### src/rtl/fft_pkg.sv
// Shared types and helpers for the bit-reversing stream buffer and its reference models.
package fft_pkg;

  typedef logic bank_sel_t;

  localparam int FRAMES_MAX = 2;

  // Reverses the low nbits of idx; higher bits of the result are zero.
  function automatic int unsigned bitrev(input int unsigned idx, input int unsigned nbits);
    int unsigned r;
    r = 0;
    for (int unsigned i = 0; i < nbits; i++) begin
      r[i] = idx[nbits-1-i];
    end
    return r;
  endfunction

endpackage

### src/rtl/bitrev_stream_buffer_index.sv
// Combinational index reverser on the read address path; zero latency, no handshake.
module bitrev_index
  import fft_pkg::*;
#(
  parameter int IDX_W = 3
) (
  input  logic [IDX_W-1:0] idx_i,
  output logic [IDX_W-1:0] idx_o
);

  assign idx_o = IDX_W'(bitrev(32'(idx_i), IDX_W));

endmodule

### src/rtl/bitrev_stream_buffer.sv
// Ping-pong frame buffer emitting each frame bit-reversed or in natural order.
// First output the cycle after a frame's last accept; in_ready drops only with both banks full.
module bitrev_stream_buffer
  import fft_pkg::*;
#(
  parameter int SAMPLES = 8,
  parameter int WIDTH   = 3
) (
  input  logic             clk,
  input  logic             rst_n,
  input  logic             flush,
  input  logic             rev_en,
  input  logic             in_valid,
  output logic             in_ready,
  input  logic [WIDTH-1:0] in_data,
  output logic             out_valid,
  input  logic             out_ready,
  output logic [WIDTH-1:0] out_data,
  output logic             out_last,
  output logic [1:0]       frames_held
);

  localparam int IDX_W = $clog2(SAMPLES);
  localparam logic [IDX_W-1:0] LAST_IDX = IDX_W'(SAMPLES - 1);

  if (SAMPLES < 2 || (SAMPLES & (SAMPLES - 1)) != 0) begin : g_bad_samples
    $error("bitrev_stream_buffer: SAMPLES must be a power of 2 and at least 2");
  end

  bank_sel_t                wr_bank_q, wr_bank_d;
  bank_sel_t                rd_bank_q, rd_bank_d;
  logic [IDX_W-1:0]         wr_idx_q, wr_idx_d;
  logic [IDX_W-1:0]         rd_idx_q, rd_idx_d;
  logic [FRAMES_MAX-1:0]    full_q, full_d;
  logic [FRAMES_MAX-1:0]    bank_rev_q, bank_rev_d;
  logic [WIDTH-1:0]         mem_q [FRAMES_MAX][SAMPLES];

  logic                     wr_fire;
  logic                     rd_fire;
  logic [IDX_W-1:0]         rev_idx;
  logic [IDX_W-1:0]         rd_addr;

  assign in_ready  = !full_q[wr_bank_q] && !flush;
  assign out_valid = full_q[rd_bank_q];
  assign wr_fire   = in_valid && in_ready;
  // A read handshake during flush is dropped along with everything else.
  assign rd_fire   = out_valid && out_ready && !flush;

  always_comb begin
    wr_bank_d  = wr_bank_q;
    rd_bank_d  = rd_bank_q;
    wr_idx_d   = wr_idx_q;
    rd_idx_d   = rd_idx_q;
    full_d     = full_q;
    bank_rev_d = bank_rev_q;
    if (flush) begin
      full_d    = '0;
      wr_idx_d  = '0;
      rd_idx_d  = '0;
      wr_bank_d = 1'b0;
      rd_bank_d = 1'b0;
    end else begin
      if (wr_fire) begin
        wr_idx_d = wr_idx_q + IDX_W'(1);
        if (wr_idx_q == '0) begin
          bank_rev_d[wr_bank_q] = rev_en;
        end
        if (wr_idx_q == LAST_IDX) begin
          full_d[wr_bank_q] = 1'b1;
          wr_bank_d         = ~wr_bank_q;
        end
      end
      // Write and read banks always differ, so both updates to full_d can coexist.
      if (rd_fire) begin
        rd_idx_d = rd_idx_q + IDX_W'(1);
        if (rd_idx_q == LAST_IDX) begin
          full_d[rd_bank_q] = 1'b0;
          rd_bank_d         = ~rd_bank_q;
        end
      end
    end
  end

  always_ff @(posedge clk or negedge rst_n) begin
    if (!rst_n) begin
      wr_bank_q  <= 1'b0;
      rd_bank_q  <= 1'b0;
      wr_idx_q   <= '0;
      rd_idx_q   <= '0;
      full_q     <= '0;
      bank_rev_q <= '0;
    end else begin
      wr_bank_q  <= wr_bank_d;
      rd_bank_q  <= rd_bank_d;
      wr_idx_q   <= wr_idx_d;
      rd_idx_q   <= rd_idx_d;
      full_q     <= full_d;
      bank_rev_q <= bank_rev_d;
    end
  end

  // Sample storage is plain flops without reset; validity is tracked by full_q alone.
  always_ff @(posedge clk) begin
    if (wr_fire) begin
      mem_q[wr_bank_q][wr_idx_q] <= in_data;
    end
  end

  bitrev_index #(.IDX_W(IDX_W)) u_rev (
    .idx_i (rd_idx_q),
    .idx_o (rev_idx)
  );

  assign rd_addr     = bank_rev_q[rd_bank_q] ? rev_idx : rd_idx_q;
  assign out_data    = out_valid ? mem_q[rd_bank_q][rd_addr] : '0;
  assign out_last    = out_valid && (rd_idx_q == LAST_IDX);
  assign frames_held = {1'b0, full_q[0]} + {1'b0, full_q[1]};

endmodule

### config.mk
export PLATFORM = sky130hd
export DESIGN_NAME = bitrev_stream_buffer
export DESIGN_NICKNAME = d
export VERILOG_FILES = /design/src/rtl/fft_pkg.sv /design/src/rtl/bitrev_stream_buffer_index.sv /design/src/rtl/bitrev_stream_buffer.sv
export SDC_FILE = /design/constraint.sdc
export NUM_CORES = 1
export LEC_CHECK = 0
export ABC_AREA = 1
export BUFFER_PORTS_ARGS = -buffer_cell sky130_fd_sc_hd__buf_2
export CORE_MARGIN = 1
export CORE_UTILIZATION = 28
export DETAILED_ROUTE_END_ITERATION = 16
export PLACE_DENSITY = 0.54
export RECOVER_POWER = 25
export SETUP_SLACK_MARGIN = 0.15
export SLEW_MARGIN = 0
export SYNTH_ARGS = -nofsm -noshare
export SYNTH_HDL_FRONTEND = slang
export SYNTH_SLANG_ARGS = --single-unit
### constraint.sdc
create_clock -name clk -period 1.8 [get_ports clk]
set_clock_uncertainty 0.1 [all_clocks]
set_input_delay 0 -clock clk [delete_from_list [all_inputs] [get_ports clk]]
set_output_delay 0 -clock clk [all_outputs]
set_load 0.02 [all_outputs]
==> results.toml, run 1 <==
[clocking]
cts.clk_slew.worst_paths_ps = 60
cts_tree = "done"
cts-root-buf = "clkbuf_8"
clock_latency_ps = 330
numCtsBuffers = 9
htree_levels = 3
clock-sinks = 60
cts_buffer_depth = 2

[grt]
grt_first_pass_wirelength_um = 10340
gr-max-usage-layer = "met2"
grt_pass1_vias = 2060
grt_start_max_net_pins = 36
globalRouteMet1Util = 0.1666
antenna_found_initial = 0
grtUsageMet3 = 0.03051
gr-usage-met2 = 0.2262
overflow = 0
grt_usage = 0.1337

[floorplan]
ioPinCount = 17
design.die.area_mm2 = 0.01060
start_util = 0.2906
die_h_um = 103.0
core_mm2 = 0.009819
rows = 36
die_w_um = 103.0

[min_path]
min_path_type = "input pin to register"

[logic_synthesis]
ys.warnings.count = 0
postSynthNetCount = 305
synthCells = 290
ys_seq_area_frac = 0.6103
synth_seq_cells = 60
ys_types = 24
syn_area_mm2 = 0.002854
avgSynthCellArea_um2 = 9.841

[worst_setup_path]
crit_chain = "buf_4 > clkbuf_16 > o21ai_0 > nand3_1 > nand3_1 > nand3_1 > nand2_1 > nor2_1 > buf_4"
crit_fanout = 17
crit_end = "out_data[0]"
critPathMostFrequentCell = "nand3_1"
max_stage_delay_ps = 430
required_ps = 1700
worstReg2RegStart = "wr_bank_q"
crit_type = "register to primary output"
slowest_stage = "dfrtp_2"
critPathTopFamily = "buffers and inverters"
crit_buf_inv = 3
worstPathArrival_ps = 1830
cp-end-kind = "primary output"
worstSetupPathDepth = 9
reg2regPathDepth = 7
crit_path_start_kind = "register"
critPathLaunch = "rd_idx_q[1]"
rrSetupSlack_ps = 100
r2r-end = "mem_q[0][16]"

[route]
drt-pass1-iter-count = 4
via_per_inst = 4.406
vias = 2093
routedWlPerCell_um = 13.74
drtIter0Drc = 69
drc = 0
antenna_left = 0
finalWirelength_um = 6525

[sta]
rsz0062_at_grt = "true"
tightest_slew_ps = 761.3
hold_viol = 0
relSlewSlack = 0.4925
layout_setup_ws_ps = -128.1
period_needed_ps = 1928
fmax_mhz = 518.6
finalSetupViolations = 3
slew_viol_final = 0
finalCritPeriodShare = 1.071

[outcome]
violations = "setup timing"
status = "finished with violations"

[power]
powerDensity_mw_per_mm2 = 768.3
leakage_nw = 1.493
ir_drop_uv = 302.1

[cells_and_area]
drive_gt1_frac = 0.3216
finalInstanceArea_mm2 = 0.003819
final_cell_mix = "edfxtp_1, nor2_1, nand2_1, nand3_1, inv_1"
layout_commonest_cell = "edfxtp_1"
final_net_count = 352
multi_input_area_mm2 = 0.001264
ff_latch_area_mm2 = 0.001744
n_antenna_cell = 0
fill_cells = 1006
synthToLayoutAreaGrowth_pct = 33.80

[place]
placed_area_mm2 = 0.003182
io_buffers = 16
hpwlAfterDp_um = 4463
pre_cts_slack_ps = 112.3
gp_congestion = 0.7276

[flow_run]
maxCapViolCount = 0
## flip-flops by register name (all words and copies together), names as in the netlist
register	cells
rd_idx_q	3
mem_q	48
wr_idx_q	3
rd_bank_q	1
wr_bank_q	1
full_q	2
bank_rev_q	2
## worst register-to-register path, cell delays in order (launching register included)
cell and delay (ps):
dfrtp_1 400, nand2_1 90, nand2_2 70, a21oi_4 140
nand2_4 110, nor2_4 260, nand2_4 110, nor2_4 130
## cell type report
| cell class | instances | share of cell area |
|---|---|---|
| Inverter | 27 | 0.02785 |
| Multi-Input combinational cell | 196 | 0.3309 |
| Clock inverter | 3 | 0.005242 |
| Sequential cell | 60 | 0.4567 |
| Tap cell | 133 | 0.04358 |
| Clock buffer | 13 | 0.04161 |
| Timing Repair Buffer | 43 | 0.09404 |
## per-stage QoR
stage          std cells  utilization  setup TNS (ps)  power (mW)  hold slack (ps)
2_1_floorplan        290            -               0       1.722           -395.6
3_3_place_gp         439       0.3240               0       1.801           -200.1
3_5_place_dp         439       0.3240               0       1.800           -201.9
4_1_cts              469       0.3708          -373.2       2.929            360.4
5_1_grt              475       0.3889          -745.1       3.055            380.6
6_report             475       0.3889          -293.1       2.934            370.6
## where the power goes
| group | internal, mW | leakage, nW | switching [mW] |
|---|---|---|---|
| Sequential | 1.52 | 0.587 | 0.0140 |
| Clock | 0.577 | 0.0905 | 0.504 |
| Combinational | 0.108 | 0.816 | 0.210 |
| Total | 2.21 | 1.49 | 0.728 |
## cell families after synthesis
| group | share of synthesized area |
|---|---|
| flip-flops | 0.6103 |
| AO/OA/AOI/OAI | 0.07585 |
| AND/OR/NAND/NOR | 0.2359 |
| adder cells (fa/ha/maj) | 0.02630 |
| buffers and inverters | 0.05173 |
## how the worst min path moves through the flow
stage	end	start	cells past startpoint
2_1_floorplan	bank_rev_q[0]	rst_n	0
3_3_place_gp	wr_idx_q[2]	rst_n	1
3_5_place_dp	wr_idx_q[1]	rst_n	1
4_1_cts	bank_rev_q[0]	rev_en	4
5_1_grt	bank_rev_q[1]	rev_en	4
6_report	bank_rev_q[0]	rev_en	4
## per-layer routing
layer / vias up / wire length [µm]
li1: 1059 / -
met1: 1006 / 3036
met2: 23 / 3285
met3: 5 / 142
met4: 0 / 61
met5: - / 0
## cell usage after synthesis
master    instances  area share
clkbuf_1          2      0.0026
nor2_1           56       0.074
buf_6             1      0.0039
nand3_1          23       0.040
or2_2             3      0.0066
ha_1              6       0.026
a21oi_1           7       0.012
edfxtp_1         48        0.51
nand2_2           5       0.011
dfrtp_1          12        0.11
a21oi_4           1      0.0057
or2_1             7       0.015
o21ai_0          18       0.032
o21ai_1          10       0.018
nand2_4           2      0.0079
inv_2             6      0.0079
o21bai_1          1      0.0026
nand3_2           3       0.011
nand2_1          47       0.062
nor2_2            4      0.0088
buf_4             1      0.0026
o21ai_2           2      0.0061
buf_2             4      0.0070
inv_1            21       0.028
## repair_timing
action / 4_1_cts / 5_1_grt
setup buffers: 4 / 5
hold endpoints to repair: 67 / 0
gates cloned: 1 / 1
endpoints found under the setup margin: 52 / 53
gates resized for setup: 41 / 27
pin swaps: 12 / 12
hold buffers: 9 / 0
Note: power is estimated with default switching activity, not from simulation.
==> run 2: changes to the inputs <==
--- a/config.mk
+++ b/config.mk
@@ -6,11 +6,11 @@
 export NUM_CORES = 1
 export LEC_CHECK = 0
 export ABC_AREA = 1
-export BUFFER_PORTS_ARGS = -buffer_cell sky130_fd_sc_hd__buf_2
 export CORE_MARGIN = 1
 export CORE_UTILIZATION = 28
 export DETAILED_ROUTE_END_ITERATION = 16
-export PLACE_DENSITY = 0.54
+export DONT_BUFFER_PORTS = 1
+export PLACE_DENSITY = 0.52
 export RECOVER_POWER = 25
 export SETUP_SLACK_MARGIN = 0.15
 export SLEW_MARGIN = 0
==> results.toml, run 2 (synthesis results as in run 1) <==
[worst_setup_path]
crit_fanout = 5
required_ps = 1700
crit_path_start_kind = "register"
cp-end-kind = "primary output"
slowest_stage = "dfrtp_2"
worstPathArrival_ps = 1890
max_stage_delay_ps = 490
crit_type = "register to primary output"
crit_chain = "buf_12 > clkbuf_16 > or2_1 > o21ai_1 > nand2_1 > nand3_1 > nand3_1 > nand2_1 > nor2_1 > buf_4"

[place]
gp_congestion = 0.7770
dp.cells = 428
io_buffers = 0
placed_area_mm2 = 0.003139
hpwlAfterDp_um = 4473

[cells_and_area]
final_net_count = 345
drive_gt1_frac = 0.3403
ff_latch_area_mm2 = 0.001743
fill_cells = 956
n_antenna_cell = 0
largest_reg_flops = 48
finalInstanceArea_mm2 = 0.003953
final_cell_mix = "edfxtp_1, nand2_1, nor2_1, nand3_1"
multi_input_area_mm2 = 0.001323
regMostFlops = "mem_q"
top_regs = "mem_q: 48 flops, rd_idx_q: 3 flops, wr_idx_q: 3 flops"
synthToLayoutAreaGrowth_pct = 38.49
stdcell_count = 468
layout_commonest_cell = "edfxtp_1"

[sta]
layout_setup_ws_ps = -185.4
relSlewSlack = 0.5623
rsz0062_at_grt = "true"
hold_slack_ps = 1.295
tns_ps = -423.6
slew_viol_final = 0
tightest_slew_ps = 654.5
finalSetupViolations = 3
fmax_mhz = 503.7
period_needed_ps = 1985
finalCritPeriodShare = 1.103
hold_viol = 0

[floorplan]
core_mm2 = 0.009819
start_util = 0.2906
ioPinCount = 17
die_w_um = 103.0
rows = 36
die_h_um = 103.0
design.die.area_mm2 = 0.01060

[grt]
grt_start_max_net_pins = 35
grt_pass1_vias = 2036
grt_usage = 0.1326
grt_first_pass_wirelength_um = 10210
overflow = 0
antenna_found_initial = 0

[power]
leakage_nw = 1.520
powerDensity_mw_per_mm2 = 806.4
power_mw = 3.187
ir_drop_uv = 398.9

[route]
via_per_inst = 4.498
finalWirelength_um = 7101
drt-pass1-iter-count = 4
drc = 0
antenna_left = 0
routedWlPerCell_um = 15.17
vias = 2105
drtIter0Drc = 77

[outcome]
status = "finished with violations"
violations = "setup timing"

[clocking]
cts.clk_slew.worst_paths_ps = 70
numCtsBuffers = 9
cts_tree = "done"
clock-sinks = 60
cts_buffer_depth = 2
clock_latency_ps = 340
htree_levels = 3
cts-root-buf = "clkbuf_8"

[flow_run]
maxCapViolCount = 0

[min_path]
min_path_type = "input pin to asynchronous set/reset pin"
-- run 2: changes by cell type in the layout (fill, tap and decap cells not counted), moves of 3 or more --
cell,change
nand2_4,+3
clkbuf_1,-4
nor2_2,+6
o21ai_1,+4
o21ai_0,-3
buf_2,-10
buf_6,+4
o21ai_2,-3
nor2_1,-6
clkinv_2,+3
-- run 2: worst paths after layout --
path	start	to	slack (ps)	depth (start not counted)
min in group clk	rev_en	bank_rev_q[0]	300	3
hold / removal	rst_n	wr_idx_q[2]	1	1
setup / recovery	rd_idx_q[1]	out_data[0]	-190	10
hold reg to reg	bank_rev_q[0]	bank_rev_q[0]	480	2
max in group asynchronous	rst_n	rd_idx_q[1]	1170	1
setup reg to reg	rd_idx_q[1]	full_q[1]	100	8
-- run 2: worst max-delay path, delay by kind of cell (launching register included) --
kind | cells | cell delay [ps]
simple gates | 6 | 530
flops | 1 | 490
buf+inv | 3 | 450
compound gates | 1 | 70
-- run 2: through the flow --
| stage | util | worst slack [ps] |
|---|---|---|
| after floorplan | - | 153.4 |
| after global placement | 0.3197 | 122.9 |
| after detailed placement | 0.3197 | 107.9 |
| after CTS | 0.3633 | -148.9 |
| after global routing | 0.4025 | -249.2 |
| final | 0.4025 | -185.4 |
-- run 2: layout make-up --
class                      instances  share of cell area
multi-input combinational        196              0.3346
tap                              133             0.04210
timing repair buffer              36              0.1010
inverter                          27             0.02691
clock buffer                       9             0.03134
sequential                        60              0.4410
clock inverter                     7             0.02311
-- run 2: power breakdown --
| group | switching, mW | internal (mW) |
|---|---|---|
| Combinational | 0.218 | 0.111 |
| Clock | 0.548 | 0.773 |
| Sequential | 0.0159 | 1.52 |
| Total | 0.783 | 2.40 |
-- run 2: what timing repair did --
item	4_1_cts	5_1_grt
hold buffers	8	0
pin swaps	10	29
endpoints found under the hold margin	72	0
setup endpoints to repair	27	53
gates resized for setup	28	55
setup buffers	2	8
gates cloned	0	6
-- run 2: layer usage --
| metal | vias up | GRT usage | wire length, µm |
|---|---|---|---|
| met4 | 0 | 0.07042 | 117 |
| met1 | 993 | 0.1537 | 2926 |
| met2 | 55 | 0.2256 | 3735 |
| li1 | 1049 | - | - |
| met3 | 8 | 0.03390 | 322 |
| met5 | - | 0 | 0 |
